$ cat src/rtl/serial_mag_comp.sv
// serial_mag_comp: clocked digit-serial magnitude comparator.
// Compares two WIDTH-bit operands BPC bits per clock with a G/L comparator cell.
// The cell runs LSB-first (ripple, always N_STEPS steps) or MSB-first (stops at the
// first digit that resolves the order). Handshake: start/ready in, busy/done out.
// The results gt/lt/eq hold from DONE until the next accepted start.
// Optional build macro: SERIAL_CMP_SIGNED_EN adds the is_signed port, which selects a
// two's-complement compare by inverting the top bit of both latched operands.
module serial_mag_comp #(
    parameter int WIDTH = 8,
    parameter int BPC   = 1
) (
    input  logic             clk,
    input  logic             rst_n,
    input  logic             start,
    input  logic             msb_first,
    input  logic [WIDTH-1:0] x,
    input  logic [WIDTH-1:0] y,
`ifdef SERIAL_CMP_SIGNED_EN
    input  logic             is_signed,
`endif
    output logic             ready,
    output logic             busy,
    output logic             done,
    output logic             gt,
    output logic             lt,
    output logic             eq
);

    localparam int N_STEPS = WIDTH / BPC;
    localparam int SW      = $clog2(N_STEPS + 1);

    typedef enum logic [1:0] {
        S_IDLE = 2'd0,
        S_RUN  = 2'd1,
        S_DONE = 2'd2
    } state_e;

    state_e           state_q;
    logic [WIDTH-1:0] x_q, y_q;
    logic             msb_q;
    logic             g_q, l_q;
    logic [SW-1:0]    step_q;
    logic             busy_q, done_q, gt_q, lt_q, eq_q;

    logic             g_d, l_d;
    logic [WIDTH-1:0] x_in_s, y_in_s;
    logic             last_s;
    logic             exit_s;

    // Operand capture path: optional top-bit flip maps signed order onto unsigned order
    always_comb begin
        x_in_s = x;
        y_in_s = y;
`ifdef SERIAL_CMP_SIGNED_EN
        if (is_signed) begin
            x_in_s[WIDTH-1] = ~x[WIDTH-1];
            y_in_s[WIDTH-1] = ~y[WIDTH-1];
        end else begin
            x_in_s = x;
            y_in_s = y;
        end
`endif
    end

    // Comparator cell: fold the current digit's bits into G/L in mode order
    always_comb begin
        logic [WIDTH-1:0] xw;
        logic [WIDTH-1:0] yw;
        logic [BPC-1:0]   xd;
        logic [BPC-1:0]   yd;
        logic             xb;
        logic             yb;
        logic             gc;
        logic             lc;
        int               dig;
        dig = 0;
        if (step_q < SW'(N_STEPS)) begin
            if (msb_q) begin
                dig = N_STEPS - 1 - int'(step_q);
            end else begin
                dig = int'(step_q);
            end
        end else begin
            dig = 0;
        end
        xw = x_q >> (dig * BPC);
        yw = y_q >> (dig * BPC);
        xd = xw[BPC-1:0];
        yd = yw[BPC-1:0];
        gc = g_q;
        lc = l_q;
        for (int b = 0; b < BPC; b++) begin
            if (msb_q) begin
                // Top bit of the digit first; once resolved, the result is frozen
                xb = xd[BPC-1];
                yb = yd[BPC-1];
                xd = xd << 1;
                yd = yd << 1;
                if (gc | lc) begin
                    gc = gc;
                    lc = lc;
                end else begin
                    gc = xb & ~yb;
                    lc = ~xb & yb;
                end
            end else begin
                // Low bit first; a higher differing bit overrides the ripple result
                xb = xd[0];
                yb = yd[0];
                xd = xd >> 1;
                yd = yd >> 1;
                {gc, lc} = {(xb & ~yb) | (xb & gc & ~lc) | (~yb & gc & ~lc),
                            (~xb & yb) | (~xb & lc & ~gc) | (yb & lc & ~gc)};
            end
        end
        g_d = gc;
        l_d = lc;
    end

    assign last_s = (step_q == SW'(N_STEPS - 1));
    assign exit_s = last_s | (msb_q & (g_d | l_d));

    // Control FSM with operand/flag state and registered handshake/result outputs
    always_ff @(posedge clk or negedge rst_n) begin
        if (!rst_n) begin
            state_q <= S_IDLE;
            x_q     <= '0;
            y_q     <= '0;
            msb_q   <= 1'b0;
            g_q     <= 1'b0;
            l_q     <= 1'b0;
            step_q  <= '0;
            busy_q  <= 1'b0;
            done_q  <= 1'b0;
            gt_q    <= 1'b0;
            lt_q    <= 1'b0;
            eq_q    <= 1'b0;
        end else begin
            case (state_q)
                S_IDLE: begin
                    done_q <= 1'b0;
                    if (start) begin
                        x_q     <= x_in_s;
                        y_q     <= y_in_s;
                        msb_q   <= msb_first;
                        g_q     <= 1'b0;
                        l_q     <= 1'b0;
                        step_q  <= '0;
                        gt_q    <= 1'b0;
                        lt_q    <= 1'b0;
                        eq_q    <= 1'b0;
                        busy_q  <= 1'b1;
                        state_q <= S_RUN;
                    end
                end
                S_RUN: begin
                    g_q <= g_d;
                    l_q <= l_d;
                    if (step_q != SW'(N_STEPS)) begin
                        step_q <= step_q + SW'(1);
                    end
                    if (exit_s) begin
                        state_q <= S_DONE;
                        busy_q  <= 1'b0;
                        done_q  <= 1'b1;
                        gt_q    <= g_d;
                        lt_q    <= l_d;
                        eq_q    <= ~g_d & ~l_d;
                    end
                end
                S_DONE: begin
                    done_q  <= 1'b0;
                    state_q <= S_IDLE;
                end
                default: begin
                    busy_q  <= 1'b0;
                    done_q  <= 1'b0;
                    state_q <= S_IDLE;
                end
            endcase
        end
    end

    assign ready = (state_q == S_IDLE);
    assign busy  = busy_q;
    assign done  = done_q;
    assign gt    = gt_q;
    assign lt    = lt_q;
    assign eq    = eq_q;

endmodule

$ cat config.mk
export PLATFORM = sky130hd
export DESIGN_NAME = serial_mag_comp
export DESIGN_NICKNAME = d
export VERILOG_FILES = /design/src/rtl/serial_mag_comp.sv
export SDC_FILE = /design/constraint.sdc
export NUM_CORES = 1
export LEC_CHECK = 0
export CORE_MARGIN = 1
export CORE_UTILIZATION = 30
export DETAILED_ROUTE_END_ITERATION = 16
export SLEW_MARGIN = 20
export SYNTH_ARGS = -nofsm -noshare
export SYNTH_HDL_FRONTEND = slang
export SYNTH_SLANG_ARGS = --single-unit
$ cat constraint.sdc
create_clock -name clk -period 5.3 [get_ports clk]
set_clock_uncertainty 0.05 [all_clocks]
set_input_delay 0.795 -clock clk [delete_from_list [all_inputs] [get_ports clk]]
set_output_delay 0.795 -clock clk [all_outputs]
set_load 0.01 [all_outputs]
# Word-level counts from Yosys, hierarchy flattened
# Index checks and enable logic that the tools add are counted.
# op_classes
shift	2
order_cmp	1
bitwise_logic	26
reduce_logical	8
mux	26
n_eq_ne	7
add_sub_neg	2
# ops
operator	n
2-to-1 mux 32 bit	2
right shift 8 x 32 -> 1 bit	2
AND 1 bit	12
2-to-1 mux 1 bit	12
case mux 1 bit (2 select lines)	5
AND reduction 3 bit	3
2-to-1 mux 4 bit	2
case mux 4 bit (2 select lines)	1
inverter 1 bit	7
bitwise OR 1 bit	7
inequality test 2 bit (second input constant)	3
AND reduction 2 bit	3
subtractor 3 x 4 -> 5 bit (first input constant)	1
adder 4 x 1 -> 4 bit (second input constant)	1
== test 4 x 3 -> 1 bit (second input constant)	1
less-than comparator 4 bit (second input constant)	1
2-to-1 mux 2 bit	2
inequality test 4 bit (second input constant)	1
case mux 2 bit (2 select lines)	1
case mux 1 bit (3 select lines)	1
== test 2 x 1 -> 1 bit (second input constant)	1
== test 2 bit (second input constant)	1
logical NOT 2 bit	1
nonzero test 2 bit	1
# word_totals
elab_cells	84
inputBits	20
reg_bits	30

# Longest topological paths before layout
# logic_depth
ltp_word	15
mapped_depth	10
depth_no_buf	8

# Least setup slack after synthesis
# No wires, ideal clock.
# synth_path
path_kind	register to register
start	register step_q[0]
end	register lt_q (netlist: lt)
setup_slack_ns	3.066
arrival_ns	2.063
path_buffers	1
stages_incl_launch_ff	10
setup_ns	0.121
required_time_ns	5.129
path_cell_list	dfrtp_1 -> buf_6 -> or3b_1 -> a21oi_2 -> o21ai_2 -> a32oi_4 -> mux2_4 -> nand3_2 -> inv_2 -> a22o_1
# synth_between
elab_chain_cells	15
# synth_rtl
item	line_no	text
start: declaration	42	logic [SW-1:0] step_q;
start signal: assignment	160	step_q <= step_q + SW'(1);
subtractor 3 x 4 -> 5 bit	79	dig = N_STEPS - 1 - int'(step_q);
2-to-1 mux 32 bit	78	if (msb_q) begin
2-to-1 mux 32 bit	77	if (step_q < SW'(N_STEPS)) begin
right shift 8 x 32 -> 1 bit	86	xw = x_q >> (dig * BPC);
inverter 1 bit	104, 113	
AND 1 bit (2 in a row)	113	(~xb & yb) | (~xb & lc & ~gc) | (yb & lc & ~gc)};
bitwise OR 1 bit (2 in a row)	113	
2-to-1 mux 1 bit	93	if (msb_q) begin
bitwise OR 1 bit	121	assign exit_s = last_s | (msb_q & (g_d | l_d));
AND 1 bit	121	
bitwise OR 1 bit	121	
inequality test 2 bit (no line)	n/a	
AND reduction 3 bit (no line)	n/a	
end signal: assignment	167	lt_q <= l_d;
end: declaration	43	logic busy_q, done_q, gt_q, lt_q, eq_q;
# Parallel ways exist; a longest one is shown, timed or not. The select of a mux whose other input is x is not followed.
# A chain may end at the register's enable or synchronous reset.

# Final worst setup path
# layout_path
start	register step_q[1]
end	register lt_q (netlist: lt)
# The elaborated chain is that of the path after synthesis.

==> flow_summary.json <==
{
  "timing.rr.start": "step_q[1]",
  "cp_slowest_stage_delay_ns": 0.73,
  "clkLatencyLatePin_ns": 0.27,
  "post_synth.cell_area_avg_um2": 9.15,
  "cts_setup_buffers": 0,
  "final_common_cell": "nand2_1",
  "synth_top_cell_by_area": "dfrtp_1",
  "fmax_mhz": 385,
  "worstHoldStart": "done",
  "rows": 27,
  "yosysTopAreaCellShare": 0.427,
  "finalInstanceArea_mm2": 0.00211,
  "rsz0062_at_grt": "false",
  "io_buffers": 25,
  "wl_per_cell_um": 12.5,
  "cts_buffer_depth": 2,
  "num-nets-final": 236,
  "grt_pass1_vias": 1468,
  "maxCapViolCount": 0,
  "die_area_mm2": 0.00617,
  "cts_max_level": 2,
  "cts_tree": "done",
  "drc": 0,
  "cts_root_buffer": "clkbuf_8",
  "cts_hold_buf": 0,
  "vias": 1368,
  "crit_fanout": 20,
  "power_density_mw_per_mm2": 621,
  "finalSetupViolations": 0,
  "ys.flop_type": "dfrtp_1",
  "slew_headroom": 0.495,
  "synthMuxAreaShare": 0.0199,
  "met2_length_um": 1630,
  "area_delta_synth_final_pct": 20.3,
  "drive_gt1_frac": 0.116,
  "cp-startpoint": "step_q[1]",
  "coreArea_mm2": 0.00557,
  "instances_no_fill": 287,
  "p_leak_nw": 0.921,
  "synth_compound_area_frac": 0.168,
  "met1_length_um": 1820,
  "wl_um": 3580,
  "hold_class": "flip-flop to flip-flop",
  "synth_area_mm2": 0.00176,
  "yosysSeqAreaShare": 0.427,
  "synth_nets": 213,
  "vias_per_cell": 4.77,
  "synthArstFlopShare": 1.00,
  "synth_edf_count": 0,
  "grt_max_degree": 31,
  "met3_length_um": 106,
  "end_kind": "flip-flop",
  "yosysUniqueCellTypes": 55,
  "startpoint_type": "flip-flop",
  "top_layer": "met4",
  "cp_cell_sequence": "or3b_4 -> a21oi_2 -> o21ai_2 -> a32oi_4 -> mux2_4 -> nand3_2 -> inv_2 -> a22o_1",
  "setup_tns_ns": 0,
  "gp_congestion": 0.867,
  "dpl.hpwl_um": 2570,
  "io_pins": 26,
  "yosysWarnings": 0,
  "finalHoldViolCount": 0,
  "synth-xor-area-share": 0.0150,
  "first_iter_violations": 74,
  "fin_crit_sh": 0.490,
  "initial_core_util": 0.315,
  "antenna_found_initial": 0,
  "clkTransAtPathRegs_ns": 0.06,
  "yosys.area_share.simple": 0.298,
  "synth_top_family_by_area": "simple AND/OR/NAND/NOR gates",
  "peakVddDrop_uv": 190,
  "drtAntennaViolNets": 0,
  "min_period_ns": 2.60,
  "synth_area_leaders": "dfrtp_1 43%, nand2_1 12%, buf_6 2.6%",
  "fp.dieW_um": 78.5,
  "dr.pass1.iters": 4,
  "crit_type": "flip-flop to flip-flop",
  "status": "finished, final reports clean",
  "die_h_um": 78.5,
  "yosys_register_bits": 30,
  "slowest_stage": "dfrtp_1",
  "syn_inst": 192,
  "n_fill_cell": 577,
  "worst_pin_slew_ns": 0.755,
  "final_cell_mix": "56 x nand2_1, 30 x dfrtp_1, 25 x clkdlybuf4s50_1",
  "synthAdderAreaFrac": 0.0128,
  "clock_sink_count": 30,
  "ctsResizeCount": 0,
  "total_power_mw": 1.31,
  "grt_usage": 0.135,
  "grt_pass1_wl_um": 6520,
  "numPlacedInstances": 280,
  "drv_slew": 0,
  "placed_cell_area_mm2": 0.00204,
  "gr-total-overflow": 0,
  "n_antenna_cell": 0,
  "cp.required_ns": 5.41,
  "arrival_ns": 2.71,
  "cts_inserted_buffers": 5
}
## worst paths after layout
| kind | depth (start not counted) | end | slack [ns] |
|---|---|---|---|
| setup reg to reg | 8 | lt | 2.70 |
| hold reg to reg | 1 | done | 0.43 |
| setup / recovery | 8 | lt | 2.70 |
| min in group asynchronous | 2 | y_q[4] | 0.86 |
| hold / removal | 1 | done | 0.43 |
| max in group asynchronous | 2 | y_q[5] | 4.07 |
## worst max-delay path, delay by kind of cell, from the launching register on
| family | cells | cell delay [ns] |
|---|---|---|
| AOI/OAI and AO/OA | 4 | 0.74 |
| muxes | 1 | 0.36 |
| DFF | 1 | 0.73 |
| and+or+nand+nor | 2 | 0.55 |
| buffers and inverters | 1 | 0.05 |
## metal layers
metal | vias up | GRT usage
met4 | 0 | 0.0389
met3 | 4 | 0.0395
li1 | 713 | -
met5 | - | 0
met1 | 628 | 0.172
met2 | 23 | 0.222
## area by class of cell
cell class	count	area [um^2]	area share
clock buffers	7	76.3	0.0361
well taps	72	90.1	0.0426
flip-flops and latches	30	751	0.355
inverters	6	22.5	0.0107
multi-input cells	145	908	0.430
repair buffers	27	265	0.126
## metrics by stage
stage,hold slack (ns),util,setup slack [ns]
6_report,0.432,0.379,2.70
2_1_floorplan,0.396,-,3.07
5_1_grt,0.466,0.379,2.55
3_5_place_dp,0.429,0.365,2.70
3_3_place_gp,0.415,0.365,2.74
4_1_cts,0.442,0.379,2.70
## power by group
part	internal, mW	switching (mW)
logic	0.334	0.352
registers	0.331	0.129
clock network	0.0901	0.0765
total	0.755	0.557
## registers in the layout, summed over array words and instances (netlist names)
register and flops:
x_q 8, y_q 8, step_q 4, state_q 2
busy 1, done 1, eq 1, g_q 1
gt 1, l_q 1, lt 1, msb_q 1
## cell usage after synthesis, types with 4 or more instances
master,count
and3_1,4
buf_6,4
clkbuf_1,4
dfrtp_1,30
inv_1,5
nand2_1,56
nand3_1,7
nand3b_1,4
nor2_1,6
nor2b_1,4
nor3b_1,6
o21ai_1,4
## kinds of logic (layout without fill, tap and decap cells)
logic type / Yosys count / count (layout)
adders and majority gates: 2 / 2
xor gates and xnor gates: 3 / 3
buffers and inverters: 17 / 40
DFF: 30 / 30
and+or+nand+nor: 102 / 102
muxes: 3 / 3
AOI/OAI and AO/OA: 35 / 35
Note: power is estimated with default switching activity, not from simulation.
